--- config.mk ---
export PLATFORM = sky130hd
export DESIGN_NAME = hdb3_vb_insert
export DESIGN_NICKNAME = d
export VERILOG_FILES = /design/src/rtl/hdb3_pkg.sv /design/src/rtl/hdb3_sym_buf.sv /design/src/rtl/hdb3_vb_insert.sv
export SDC_FILE = /design/constraint.sdc
export NUM_CORES = 1
export LEC_CHECK = 0
export BUFFER_PORTS_ARGS = -buffer_cell sky130_fd_sc_hd__buf_2
export CAP_MARGIN = 0
export CORE_UTILIZATION = 40
export CTS_BUF_LIST = sky130_fd_sc_hd__clkbuf_8
export CTS_CLUSTER_DIAMETER = 200
export DETAILED_ROUTE_END_ITERATION = 6
export PLACE_DENSITY = 0.68
export SKIP_CTS_REPAIR_TIMING = 1
export SYNTH_ARGS = -nofsm -noshare
export SYNTH_HDL_FRONTEND = slang
export SYNTH_SLANG_ARGS = --single-unit
--- constraint.sdc ---
create_clock -name clk -period 1.6 [get_ports clk]
set_clock_uncertainty 0.15 [all_clocks]
set_input_delay 0.16 -clock clk [delete_from_list [all_inputs] [get_ports clk]]
set_output_delay 0.16 -clock clk [all_outputs]
set_load 0.05 [all_outputs]
--- src/rtl/hdb3_pkg.sv ---
// Shared HDB3 symbol codes and defaults for the inserter, polarity stage and decoder.
// Latency: n/a (declarations only).
// Backpressure: n/a.
package hdb3_pkg;

   typedef logic [1:0] sym_t;

   localparam sym_t SYM_ZERO = 2'b00;
   localparam sym_t SYM_ONE  = 2'b01;
   localparam sym_t SYM_B    = 2'b10;
   localparam sym_t SYM_V    = 2'b11;

   // Zero-run length that triggers substitution; 4 gives HDB3.
   localparam int RUN_LEN_DEF = 4;

endpackage

--- src/rtl/hdb3_sym_buf.sv ---
// DEPTH x 2-bit symbol shift buffer with a write-back port on its tail stage.
// Latency: a symbol shifted in on enable k is presented on dout after enable k+DEPTH.
// Backpressure: none; shifts only when en=1, holds otherwise, clr wins over en.
module hdb3_sym_buf
   import hdb3_pkg::*;
#(
   parameter int DEPTH = RUN_LEN_DEF
) (
   input  logic clk,
   input  logic rst,
   input  logic clr,
   input  logic en,
   input  sym_t din,
   input  logic wb_en,
   input  sym_t wb_dat,
   output sym_t dout
);

   sym_t s [DEPTH];

   // Shift chain: s[0] takes the new symbol, tail stage may be overwritten by write-back.
   always_ff @(posedge clk or negedge rst) begin
      if (!rst) begin
         for (int i = 0; i < DEPTH; i++) s[i] <= SYM_ZERO;
         dout <= SYM_ZERO;
      end else if (clr) begin
         for (int i = 0; i < DEPTH; i++) s[i] <= SYM_ZERO;
         dout <= SYM_ZERO;
      end else if (en) begin
         dout <= s[DEPTH-1];
         s[0] <= din;
         for (int i = 1; i < DEPTH; i++) begin
            if (i == DEPTH-1 && wb_en) s[i] <= wb_dat;
            else                       s[i] <= s[i-1];
         end
      end
   end

endmodule

--- src/rtl/hdb3_vb_insert.sv ---
// HDB3 front end: finds RUN_LEN-zero runs and schedules V/B symbols into them.
// Latency: bit sampled on enable k appears on code_out after enable k+RUN_LEN.
// Backpressure: none; all state advances only on en=1, clr acts regardless of en.
module hdb3_vb_insert
   import hdb3_pkg::*;
#(
   parameter int RUN_LEN = RUN_LEN_DEF
) (
   input  logic       clk,
   input  logic       rst,
   input  logic       en,
   input  logic       clr,
   input  logic       data_in,
   output logic [1:0] code_out,
   output logic       out_valid,
   output logic       sub_v,
   output logic       sub_b
);

   localparam int ZW = $clog2(RUN_LEN);
   localparam int FW = $clog2(RUN_LEN + 1);

   logic [ZW-1:0] zcnt;
   logic          par;
   logic [FW-1:0] fill;
   logic          run_done;
   logic          ins_b;
   sym_t          new_sym;

   // Classify the incoming bit: mark, ordinary zero, or the zero completing a run.
   always_comb begin
      run_done = 1'b0;
      new_sym  = SYM_ZERO;
      if (data_in) begin
         new_sym = SYM_ONE;
      end else if (zcnt == ZW'(RUN_LEN - 1)) begin
         run_done = 1'b1;
         new_sym  = SYM_V;
      end
   end

   // A B is needed only when the marks since the last V are even.
   assign ins_b = run_done && !par;

   // Zero counter, mark parity, fill level and the substitution strobes.
   always_ff @(posedge clk or negedge rst) begin
      if (!rst) begin
         zcnt      <= '0;
         par       <= 1'b0;
         fill      <= '0;
         out_valid <= 1'b0;
         sub_v     <= 1'b0;
         sub_b     <= 1'b0;
      end else if (clr) begin
         zcnt      <= '0;
         par       <= 1'b0;
         fill      <= '0;
         out_valid <= 1'b0;
         sub_v     <= 1'b0;
         sub_b     <= 1'b0;
      end else if (en) begin
         out_valid <= (fill == FW'(RUN_LEN));
         if (fill != FW'(RUN_LEN)) fill <= fill + 1'b1;
         sub_v <= run_done;
         sub_b <= ins_b;
         if (data_in) begin
            zcnt <= '0;
            par  <= ~par;
         end else if (run_done) begin
            zcnt <= '0;
            par  <= 1'b0;
         end else begin
            zcnt <= zcnt + 1'b1;
         end
      end
   end

   hdb3_sym_buf #(
      .DEPTH (RUN_LEN)
   ) u_buf (
      .clk    (clk),
      .rst    (rst),
      .clr    (clr),
      .en     (en),
      .din    (new_sym),
      .wb_en  (ins_b),
      .wb_dat (SYM_B),
      .dout   (code_out)
   );

endmodule

# Yosys cells after proc, flatten, opt, wreduce, memory -nomap -nowiden
# Cells that the tools add are included.
op_classes:
  shift: 0
  n_eq_ne: 3
  n_reduce_logical: 7
  div_mod_pow: 0
  n_mux: 26
  magnitude_cmp: 0
  bitwise: 1
  multipliers: 0
  add_sub_neg: 2
ops:
  columns: ["operator", "count"]
  rows:
  - ["$mux W2", 9]
  - ["$mux W8", 2]
  - ["$mux W1", 12]
  - ["$mux W3", 3]
  - ["$reduce_and A2 Y1", 2]
  - ["$reduce_bool A2 Y1", 2]
  - ["$add A3 B1 Y3 const B", 1]
  - ["$eq A3 B3 Y1 const B", 1]
  - ["$ne A3 B3 Y1 const B", 1]
  - ["$reduce_bool A3 Y1", 1]
  - ["$add A2 B1 Y2 const B", 1]
  - ["$eq A2 B2 Y1 const B", 1]
  - ["$logic_and A1 B1 Y1", 1]
  - ["$logic_not A1 Y1", 1]
  - ["$not A1 Y1", 1]
totals:
  output_inout_bits: 5
  memories: 0
  inputBits: 5
  mem_bits_ro: 0
  reg_bits: 19
  word_cells: 50
  latchBits: 0
  ramBits: 0

# Longest topological paths before layout
# Gate-level depths: netlist of the first run.
depth:
  ltp_word: 7
  ltp_mapped: 4

# Hierarchy
# A second synthesis of the first run with hierarchy kept.
unflattened:
  hier_cells: 84
  area_unflattened_um2: 947.2
modules_own_cells:
  columns: ["mod", "cells_per_inst", "area_per_inst_um2", "instances"]
  rows:
  - ["hdb3_vb_insert", 50, 520.5, 1]
  - ["hdb3_sym_buf", 34, 426.7, 1]

# Worst setup path before layout of the first run
# OpenSTA, ideal clock, no wires.
synth_path:
  kind: "flip-flop to flip-flop"
  startpoint: "reg fill[0]"
  endpoint: "reg fill[0]"
  arrival_time_ns: 1.107
  slack_ns: 0.216
  n_path_buf: 0
  synth_period_minus_slack_ns: 1.384
  setup_ns: 0.128
  path_stages_with_launch: 5
  cell_sequence: "dfrtp_1 > inv_1 > ha_1 > a21boi_2 > mux2_1"
synth_via:
  elab_chain_cells: 4
  word_cells_on_any_way: 7
  classes_between: "1 x add/sub; 1 x eq/ne; 3 x mux; 2 x reduce/logical"
synth_lines:
  columns: ["element", "line", "source"]
  rows:
  - ["start: declaration", "hdb3_vb_insert.sv:25", "logic [FW-1:0] fill;"]
  - ["start signal: assignment", "hdb3_vb_insert.sv:63", "if (fill != FW'(RUN_LEN)) fill <= fill + 1'b1;"]
  - ["$add A3 B1 Y3", "hdb3_vb_insert.sv:63", null]
  - ["$mux W3", "hdb3_vb_insert.sv:63", null]
  - ["$mux W3", "hdb3_vb_insert.sv:61", "end else if (en) begin"]
  - ["$mux W3", "hdb3_vb_insert.sv:54", "end else if (clr) begin"]
# Several ways; a longest one is shown, not always the timed one. The select of a mux whose other input is x is not followed.
# A chain may end at the register's enable or synchronous reset.

# Final worst setup path of the first run
# Same ends and word-level chain as after synthesis.

==> results.sh, run 1 <==
export IMPL_run_status="completed"
export IMPL_synth_cell_type_count=28
export IMPL_synthFlopType="dfrtp_1"
export IMPL_setup_violations_final=0
export IMPL_drc=0
export IMPL_drv_slew=0
export IMPL_cp_start_kind="flop"
export IMPL_die_h_um=49.39
export IMPL_cp_num_cells=4
export IMPL_ff2ff_path_depth=4
export IMPL_num_io_pins=10
export IMPL_worst_hold_path_type="input port to flop"
export IMPL_cts_tree="yes"
export IMPL_clockBufferDepth=2
export IMPL_cts_sinks=18
export IMPL_antenna_found_initial=0
export IMPL_timing_max_cap_violations=0
export IMPL_dr_wl_met3_um=21
export IMPL_gp_congestion=0.6955
export IMPL_diodes=0
export IMPL_drtIter0Drc=13
export IMPL_crit_slowest_cell="dfrtp_1"
export IMPL_dp_cells=108
export IMPL_fin_tns_setup_ps=0
export IMPL_worst_pin_slew_ps=398.3
export IMPL_grt_usage_pct=12.34
export IMPL_vias=556
export IMPL_cp_num_buf_inv=1
export IMPL_crit_type="flop to flop"
export IMPL_overflow=0
export IMPL_cp_required_ps=1590
export IMPL_peakVddDrop_mv=0.4895
export IMPL_fin_crit_sh_pct=91.20
export IMPL_synth_ff_latch_count=18
export IMPL_slowest_delay_ps=380
export IMPL_cts_root_buf="clkbuf_8"
export IMPL_die_area_um2=2439
export IMPL_clk_latency_ps=250
export IMPL_syn_instance_count=75
export IMPL_cts_clk_slew_worst_paths_ps=70
export IMPL_final_cell_area_um2=1008
export IMPL_async_flop_share_pct=100.0
export IMPL_initial_core_util_pct=44.00
export IMPL_post_route_util_pct=49.39
export IMPL_ys_seq_area_share_pct=50.14
export IMPL_highest_layer="met3"
export IMPL_port_buffers=9
export IMPL_syn_to_final_growth_pct=12.26
export IMPL_path_cells="inv_1, ha_1, a21boi_2, mux2_1"
export IMPL_grt_pass1_vias=529
export IMPL_avgSynthCellArea_um2=11.98
export IMPL_rsz0062_at_grt="false"
export IMPL_grt_pass1_wl_mm=2.283
export IMPL_ant_nets=0
export IMPL_relSlewSlack_pct=73.45
export IMPL_placed_cell_area_um2=943.4
export IMPL_synth_top_cell_by_area="dfrtp_1"
export IMPL_syn_num_nets=83
export IMPL_critical_path_top_delay_family="flip-flops"
export IMPL_wl_mm=1.320
export IMPL_wl_met2_um=657
export IMPL_leakage_nw=0.4971
export IMPL_p_per_area_nw_per_um2=922.4
export IMPL_yosysWarnings=0
export IMPL_synthTopCellsByCount="dfrtp_1, nand2b_1, nor2_1, mux2i_1, a21oi_1"
export IMPL_drt_met1_wl_um=641
export IMPL_critical_path_max_fanout=4
export IMPL_layout_drive_gt1_share_pct=25.58
export IMPL_netlist_area_um2=898.4
export IMPL_grt_start_max_net_pins=22
export IMPL_max_freq_mhz=685.3
export IMPL_core_region_area_um2=2042
export IMPL_synth_most_common_cell="dfrtp_1"
export IMPL_rows=16
export IMPL_htree_levels=1
export IMPL_synth_edf_count=0
export IMPL_finalHoldViolations=0
export IMPL_die_x_um=49.39
export IMPL_fillers=205
export IMPL_cts_made_buffers=3
export IMPL_hold_depth=3
export IMPL_critPathCaptureType="flop"
export IMPL_viasPerCell=4.920
export IMPL_synth_top_area_share_pct=50.14
export IMPL_nets=95
export IMPL_min_period_ps=1459
export IMPL_dpl_hpwl_um=915
export IMPL_arrival_ps=1450
export IMPL_wire_per_inst_um=11.68
export IMPL_fin_cells=113
export IMPL_dr_pass1_iters=2
export IMPL_synth_area_top_cells="dfrtp_1, mux2i_1, nand2b_1"
-- cell type report --
class	count	area, um^2	share of cell area, %
sequential	18	450.4	44.66
clock buffer	4	55.05	5.459
multi-input combinational	50	395.4	39.21
timing repair buffer	11	62.56	6.203
inverter	3	11.26	1.117
tap	27	33.78	3.350
-- final timing paths --
kind | from | end | slack [ps]
min in group asynchronous | rst | fill[0]$_DFFE_PN0P_ | 210
setup reg to reg | fill[0]$_DFFE_PN0P_ | fill[0]$_DFFE_PN0P_ | 140
setup / recovery | fill[0]$_DFFE_PN0P_ | fill[0]$_DFFE_PN0P_ | 140
max in group asynchronous | rst | zcnt[0]$_DFFE_PN0P_ | 800
hold / removal | data_in | u_buf.s[0]$_DFFE_PN0P_ | 90
hold reg to reg | sub_b$_DFFE_PN0P_ | sub_b$_DFFE_PN0P_ | 360
-- registers in the layout, indices dropped and copies added, names as in the netlist --
register	count
out_valid	1
u_buf.dout	2
sub_b	1
zcnt	2
fill	3
u_buf.s	8
par	1
-- routing by layer --
metal	GRT usage [%]	up-vias
met5	0	-
met4	5.714	0
met3	2.804	0
met2	20.32	3
met1	15.28	272
li1	-	281
-- worst reg2reg max path: stages, from the launching register on --
cell      delay [ps]
dfrtp_1          380
inv_1             60
ha_1             230
a21boi_2         190
mux2_1           330
-- per-stage QoR --
step	hold slack [ps]	power [mW]	worst slack, ps
floorplan	-285.6	0.5537	215.8
global placement	-32.33	0.5715	195.3
detailed placement	-38.24	0.5739	149.7
CTS	-309.6	0.9390	140.1
global route	106.8	0.9783	71.86
finish	94.01	0.9302	140.8
-- cells in the final DEF (no fill, tap or decap) --
| cell | netlist | layout |
|---|---|---|
| o221a_2 | 1 | 1 |
| nor3_2 | 1 | 1 |
| a21boi_2 | 1 | 1 |
| mux2_1 | 1 | 1 |
| dfrtp_1 | 18 | 18 |
| mux2i_1 | 7 | 7 |
| buf_2 | 2 | 9 |
| inv_1 | 3 | 3 |
| nand3b_1 | 1 | 1 |
| a31o_1 | 1 | 1 |
| o2bb2ai_2 | 1 | 1 |
| ha_1 | 3 | 3 |
| a21oi_2 | 2 | 2 |
| clkbuf_8 | 0 | 4 |
| nor2b_1 | 2 | 2 |
| dlygate4sd3_1 | 0 | 1 |
| nand2b_1 | 8 | 8 |
| and4b_1 | 1 | 1 |
| a22o_1 | 1 | 1 |
| nand4bb_1 | 1 | 1 |
| o21ai_1 | 1 | 1 |
| nand3b_2 | 1 | 1 |
| buf_4 | 0 | 1 |
| nor3b_2 | 1 | 1 |
| a21oi_1 | 4 | 4 |
| or3b_1 | 1 | 1 |
| nand3_1 | 1 | 1 |
| nor4bb_1 | 1 | 1 |
| nor2_1 | 8 | 8 |
-- kinds of logic (layout without fill, tap and decap cells) --
logic type	Yosys count	in the layout	share of synthesized area, %
AND/OR/NAND/NOR	27	27	19.92
flip-flops	18	18	50.14
AO/OA/AOI/OAI	12	12	10.86
multiplexers	8	8	9.053
buffers and inverters	7	18	5.850
adder cells (fa/ha/maj)	3	3	4.179
-- report_power, final --
| group | leakage [nW] | internal [mW] | switching, mW |
|---|---|---|---|
| logic | 0.221 | 0.0369 | 0.0506 |
| registers | 0.247 | 0.468 | 0.0101 |
| clock network | 0.0288 | 0.218 | 0.146 |
(Power assumes the default switching activity.)
==> run 2, diff against run 1 <==
- GPL_TIMING_DRIVEN: unset -> 0
==> results.sh, run 2 (synthesized netlist as in run 1, its figures left out) <==
export IMPL_max_freq_mhz=693.3
export IMPL_worstHoldStart="en"
export IMPL_largest_reg_flops=8
export IMPL_fin_tns_setup_ps=0
export IMPL_cp_start_kind="flop"
export IMPL_cp_required_ps=1590
export IMPL_syn_to_final_growth_pct=16.02
export IMPL_run_status="completed"
export IMPL_cts_tree="yes"
export IMPL_mostFrequentLayoutCells="dfrtp_1, buf_2, nor2_1, nand2b_1, mux2i_1"
export IMPL_grt_pass1_wl_mm=2.553
export IMPL_fin_crit_sh_pct=90.14
export IMPL_cts_made_buffers=3
export IMPL_overflow=0
export IMPL_peakVddDrop_mv=0.5111
export IMPL_min_period_ps=1442
export IMPL_dpl_hpwl_mm=1.074
export IMPL_post_route_util_pct=51.04
export IMPL_crit_type="flop to flop"
export IMPL_grt_usage_pct=14.19
export IMPL_cts_sinks=18
export IMPL_port_buffers=9
export IMPL_wl_mm=1.537
export IMPL_rsz0062_at_grt="false"
export IMPL_setup_violations_final=0
export IMPL_intPower_mw=0.7318
export IMPL_rows=16
export IMPL_critical_path_max_fanout=4
export IMPL_final_common_cell="dfrtp_1"
export IMPL_r2r_end="fill[0]$_DFFE_PN0P_"
export IMPL_worst_slack_ps=157.7
export IMPL_leakage_nw=0.5157
export IMPL_core_region_area_um2=2042
export IMPL_power_frac_clock_pct=39.6
export IMPL_p_switching_mw=0.2232
export IMPL_hold_depth=3
export IMPL_fillers=196
export IMPL_seq_power_share_pct=50.1
export IMPL_ff2ff_path_depth=4
export IMPL_finalHoldViolations=0
export IMPL_drv_slew=0
export IMPL_drc=0
export IMPL_pwr_share_comb_pct=10.3
export IMPL_regMostFlops="u_buf.s"
export IMPL_die_h_um=49.39
export IMPL_antenna_found_initial=0
export IMPL_clk_latency_ps=260
export IMPL_dr_pass1_iters=3
export IMPL_whs_endpoint="zcnt[1]$_DFFE_PN0P_"
export IMPL_worst_pin_slew_ps=403.6
export IMPL_viasPerCell=5.103
export IMPL_r2r_start="fill[0]$_DFFE_PN0P_"
export IMPL_initial_core_util_pct=44.00
export IMPL_grt_pass1_vias=565
export IMPL_fin_cells=116
export IMPL_top_regs="u_buf.s: 8 flops, fill: 3 flops"
export IMPL_ant_nets=0
export IMPL_r2r_slack_ps=160
export IMPL_drtIter0Drc=12
export IMPL_die_x_um=49.39
export IMPL_grt_start_max_net_pins=19
export IMPL_worst_hold_path_type="input port to flop"
export IMPL_gp_congestion=0.6812
export IMPL_arrival_ps=1430
export IMPL_layout_drive_gt1_share_pct=28.09
export IMPL_pre_cts_slack_ps=149.5
export IMPL_clockBufferDepth=2
export IMPL_wire_per_inst_um=13.25
export IMPL_dp_cells=111
export IMPL_vias=592
export IMPL_nets=98
export IMPL_htree_levels=1
export IMPL_cts_root_buf="clkbuf_8"
export IMPL_p_per_area_nw_per_um2=916.3
export IMPL_timing_max_cap_violations=0
export IMPL_switching_share_pct=23.37
export IMPL_diodes=0
export IMPL_critPathCaptureType="flop"
export IMPL_num_io_pins=10
export IMPL_cts_clk_slew_worst_paths_ps=70
export IMPL_relSlewSlack_pct=73.10
export IMPL_die_area_um2=2439
==> run 2: cell types whose count changed in the layout (fill, tap and decap cells not counted), sizes merged <==
cell  change
buf       +3
==> run 2: power by group through the flow <==
stage               Clock [mW]  Sequential (mW)  Combinational [mW]
floorplan                    0            0.489              0.0651
global route             0.401            0.480               0.109
global placement             0            0.486              0.0961
finish                   0.378            0.479              0.0987
CTS                      0.382            0.479              0.0985
detailed placement           0            0.488              0.0983
==> run 2: cell type report <==
cell class | count | area (um^2) | share of cell area (%)
Multi-Input combinational cell | 50 | 395.4 | 37.94
Clock buffer | 4 | 55.05 | 5.282
Timing Repair Buffer | 10 | 55.05 | 5.282
Buffer | 4 | 41.29 | 3.962
Tap cell | 27 | 33.78 | 3.241
Sequential cell | 18 | 450.4 | 43.22
Inverter | 3 | 11.26 | 1.080
==> run 2: how the worst max path moves through the flow <==
stage / start / end / slack [ps] / cells past startpoint
floorplan: fill[0]$_DFFE_PN0P_ / fill[0]$_DFFE_PN0P_ / 220 / 4
global placement: fill[0]$_DFFE_PN0P_ / fill[0]$_DFFE_PN0P_ / 160 / 4
detailed placement: fill[0]$_DFFE_PN0P_ / fill[0]$_DFFE_PN0P_ / 150 / 4
CTS: fill[0]$_DFFE_PN0P_ / fill[0]$_DFFE_PN0P_ / 150 / 4
global route: fill[0]$_DFFE_PN0P_ / fill[0]$_DFFE_PN0P_ / 80 / 4
finish: fill[0]$_DFFE_PN0P_ / fill[0]$_DFFE_PN0P_ / 160 / 4
==> run 2: critical path: stages, from the launching register on <==
cell and delay, ps:
dfrtp_1 380, inv_1 60, ha_1 220, a21boi_2 190
mux2_1 330
==> run 2: routing by layer <==
metal / vias up / routed length, um / GRT usage [%] / share of wire (%)
met3: 5 / 32 / 2.804 / 2.1
met4: 0 / 44 / 8.571 / 2.9
met1: 292 / 739 / 17.66 / 48
met5: - / 0 / 0 / 0
met2: 6 / 721 / 22.60 / 47
li1: 289 / - / - / -
==> run 2: through the flow <==
stage                     hold WS [ps]  power [mW]  area, um^2
after floorplan                 -285.6      0.5537       898.4
final                            91.63      0.9550        1042
after detailed placement        -35.17      0.5859       977.2
after global routing             115.3      0.9900        1042
after global placement          -40.43      0.5825       977.2
after CTS                       -311.9      0.9588        1032
==> run 3, diff against run 2 <==
- BUFFER_PORTS_ARGS: -buffer_cell sky130_fd_sc_hd__buf_2 -> unset
- DONT_BUFFER_PORTS: unset -> 1
- PLACE_DENSITY: 0.68 -> 0.64
==> results.sh, run 3 (synthesized netlist as in run 1, its figures left out) <==
export IMPL_multi_input_area_um2=395.4
export IMPL_slowest_delay_ps=390
export IMPL_layout_drive_gt1_share_pct=19.51
export IMPL_dr_pass1_iters=4
export IMPL_peakVddDrop_mv=0.7154
export IMPL_syn_to_final_growth_pct=13.23
export IMPL_drc=0
export IMPL_vias=570
export IMPL_grt_start_max_net_pins=19
export IMPL_dpl_hpwl_mm=1.124
export IMPL_drtIter0Drc=9
export IMPL_worst_slack_ps=132.1
export IMPL_crit_type="flop to flop"
export IMPL_power_frac_clock_pct=39.2
export IMPL_fin_tns_setup_ps=0
export IMPL_die_area_um2=2439
export IMPL_htree_levels=1
export IMPL_worst_hold_path_type="input port to flop"
export IMPL_die_h_um=49.39
export IMPL_port_buffers=0
export IMPL_finalHoldViolations=1
export IMPL_drv_slew=0
export IMPL_path_cells="inv_1, ha_1, a21boi_2, mux2_1"
export IMPL_ant_nets=0
export IMPL_switching_share_pct=22.70
export IMPL_worst_pin_slew_ps=807.3
export IMPL_cts_tree="yes"
export IMPL_nets=91
export IMPL_cts_root_buf="clkbuf_8"
export IMPL_pre_cts_slack_ps=132.0
export IMPL_max_freq_mhz=681.3
export IMPL_regMostFlops="u_buf.s"
export IMPL_rsz0062_at_grt="false"
export IMPL_setup_violations_final=0
export IMPL_clockBufferDepth=2
export IMPL_violations="negative hold slack"
export IMPL_grt_pass1_vias=585
export IMPL_overflow=0
export IMPL_diodes=0
export IMPL_critical_path_max_fanout=4
export IMPL_grt_usage_pct=14.90
export IMPL_seq_power_share_pct=51.0
export IMPL_seq_area_um2=450.4
export IMPL_antenna_found_initial=0
export IMPL_cp_num_buf_inv=1
export IMPL_fillers=206
export IMPL_timing_max_cap_violations=0
export IMPL_clk_latency_ps=250
export IMPL_viasPerCell=5.229
export IMPL_run_status="finished with violations"
export IMPL_wire_per_inst_um=15.12
export IMPL_mostFrequentLayoutCells="dfrtp_1, nor2_1, nand2b_1, mux2i_1"
export IMPL_rows=16
export IMPL_hold_ws_ps=-16.04
export IMPL_final_common_cell="dfrtp_1"
export IMPL_intPower_mw=0.7310
export IMPL_fin_cells=109
export IMPL_arrival_ps=1460
export IMPL_dp_cells=102
export IMPL_cts_clk_slew_worst_paths_ps=70
export IMPL_cts_made_buffers=3
export IMPL_p_switching_mw=0.2147
export IMPL_num_io_pins=10
export IMPL_initial_core_util_pct=44.00
export IMPL_pwr_share_comb_pct=9.8
export IMPL_wl_mm=1.648
export IMPL_cts_sinks=18
export IMPL_fin_crit_sh_pct=91.74
export IMPL_critical_path_top_delay_family="flip-flops"
export IMPL_crit_slowest_cell="dfrtp_1"
export IMPL_cp_start_kind="flop"
export IMPL_core_region_area_um2=2042
export IMPL_cp_required_ps=1590
export IMPL_grt_pass1_wl_mm=2.773
export IMPL_min_period_ps=1468
export IMPL_top_regs="u_buf.s: 8 flops, fill: 3 flops"
export IMPL_critPathCaptureType="flop"
export IMPL_relSlewSlack_pct=46.00
export IMPL_die_x_um=49.39
export IMPL_largest_reg_flops=8
export IMPL_p_per_area_nw_per_um2=929.6
export IMPL_gp_congestion=0.6600
export IMPL_leakage_nw=0.4804
-- run 3: cell count changes in the layout (fill, tap and decap cells not counted) --
cell	delta
dlygate4sd3_1	+2
buf_2	-9
-- run 3: stage by stage --
| stage | util (%) | area [um^2] | hold slack, ps | power [mW] |
|---|---|---|---|---|
| floorplan | - | 898.4 | -285.6 | 0.5537 |
| global placement | 45.65 | 932.1 | -285.2 | 0.5650 |
| detailed placement | 45.65 | 932.1 | -285.2 | 0.5679 |
| CTS | 48.35 | 987.2 | -566.8 | 0.9424 |
| global route | 49.82 | 1017 | 27.02 | 0.9908 |
| finish | 49.82 | 1017 | -16.04 | 0.9456 |
-- run 3: final timing paths --
| path | from | endpoint | slack (ps) | depth (start not counted) |
|---|---|---|---|---|
| worst max-delay path | fill[0]$_DFFE_PN0P_ | fill[0]$_DFFE_PN0P_ | 130 | 4 |
| worst min-delay path | clr | fill[0]$_DFFE_PN0P_ | -20 | 2 |
| worst max register to register | fill[0]$_DFFE_PN0P_ | fill[0]$_DFFE_PN0P_ | 130 | 4 |
| worst min register to register | u_buf.s[5]$_DFFE_PN0P_ | u_buf.s[5]$_DFFE_PN0P_ | 380 | 2 |
| max in group asynchronous | rst | u_buf.s[3]$_DFFE_PN0P_ | 510 | 1 |
| min in group asynchronous | rst | u_buf.s[5]$_DFFE_PN0P_ | 290 | 1 |
-- run 3: area by class of cell --
type | instances | area share [%]
multi-input combinational | 50 | 38.87
clock buffer | 4 | 5.412
inverter | 3 | 1.107
sequential | 18 | 44.28
tap | 27 | 3.321
buffer | 4 | 4.059
timing repair buffer | 3 | 2.952
-- run 3: metal layers --
layer  part of all wire (%)  track usage [%]  up-vias  wire [um]
met2                     47            23.97        9        768
met4                   0.79            2.857        0         13
met3                    4.8            4.984        2         79
li1                       -                -      274          -
met1                     48            19.57      285        786
met5                      0                0        -          0
-- run 3: power by group through the flow --
| stage | logic [mW] | clock network, mW | registers (mW) |
|---|---|---|---|
| final | 0.0923 | 0.371 | 0.483 |
| after global routing | 0.103 | 0.404 | 0.484 |
| after CTS | 0.0768 | 0.383 | 0.483 |
| after detailed placement | 0.0765 | 0 | 0.491 |
| after global placement | 0.0747 | 0 | 0.490 |
| after floorplan | 0.0651 | 0 | 0.489 |
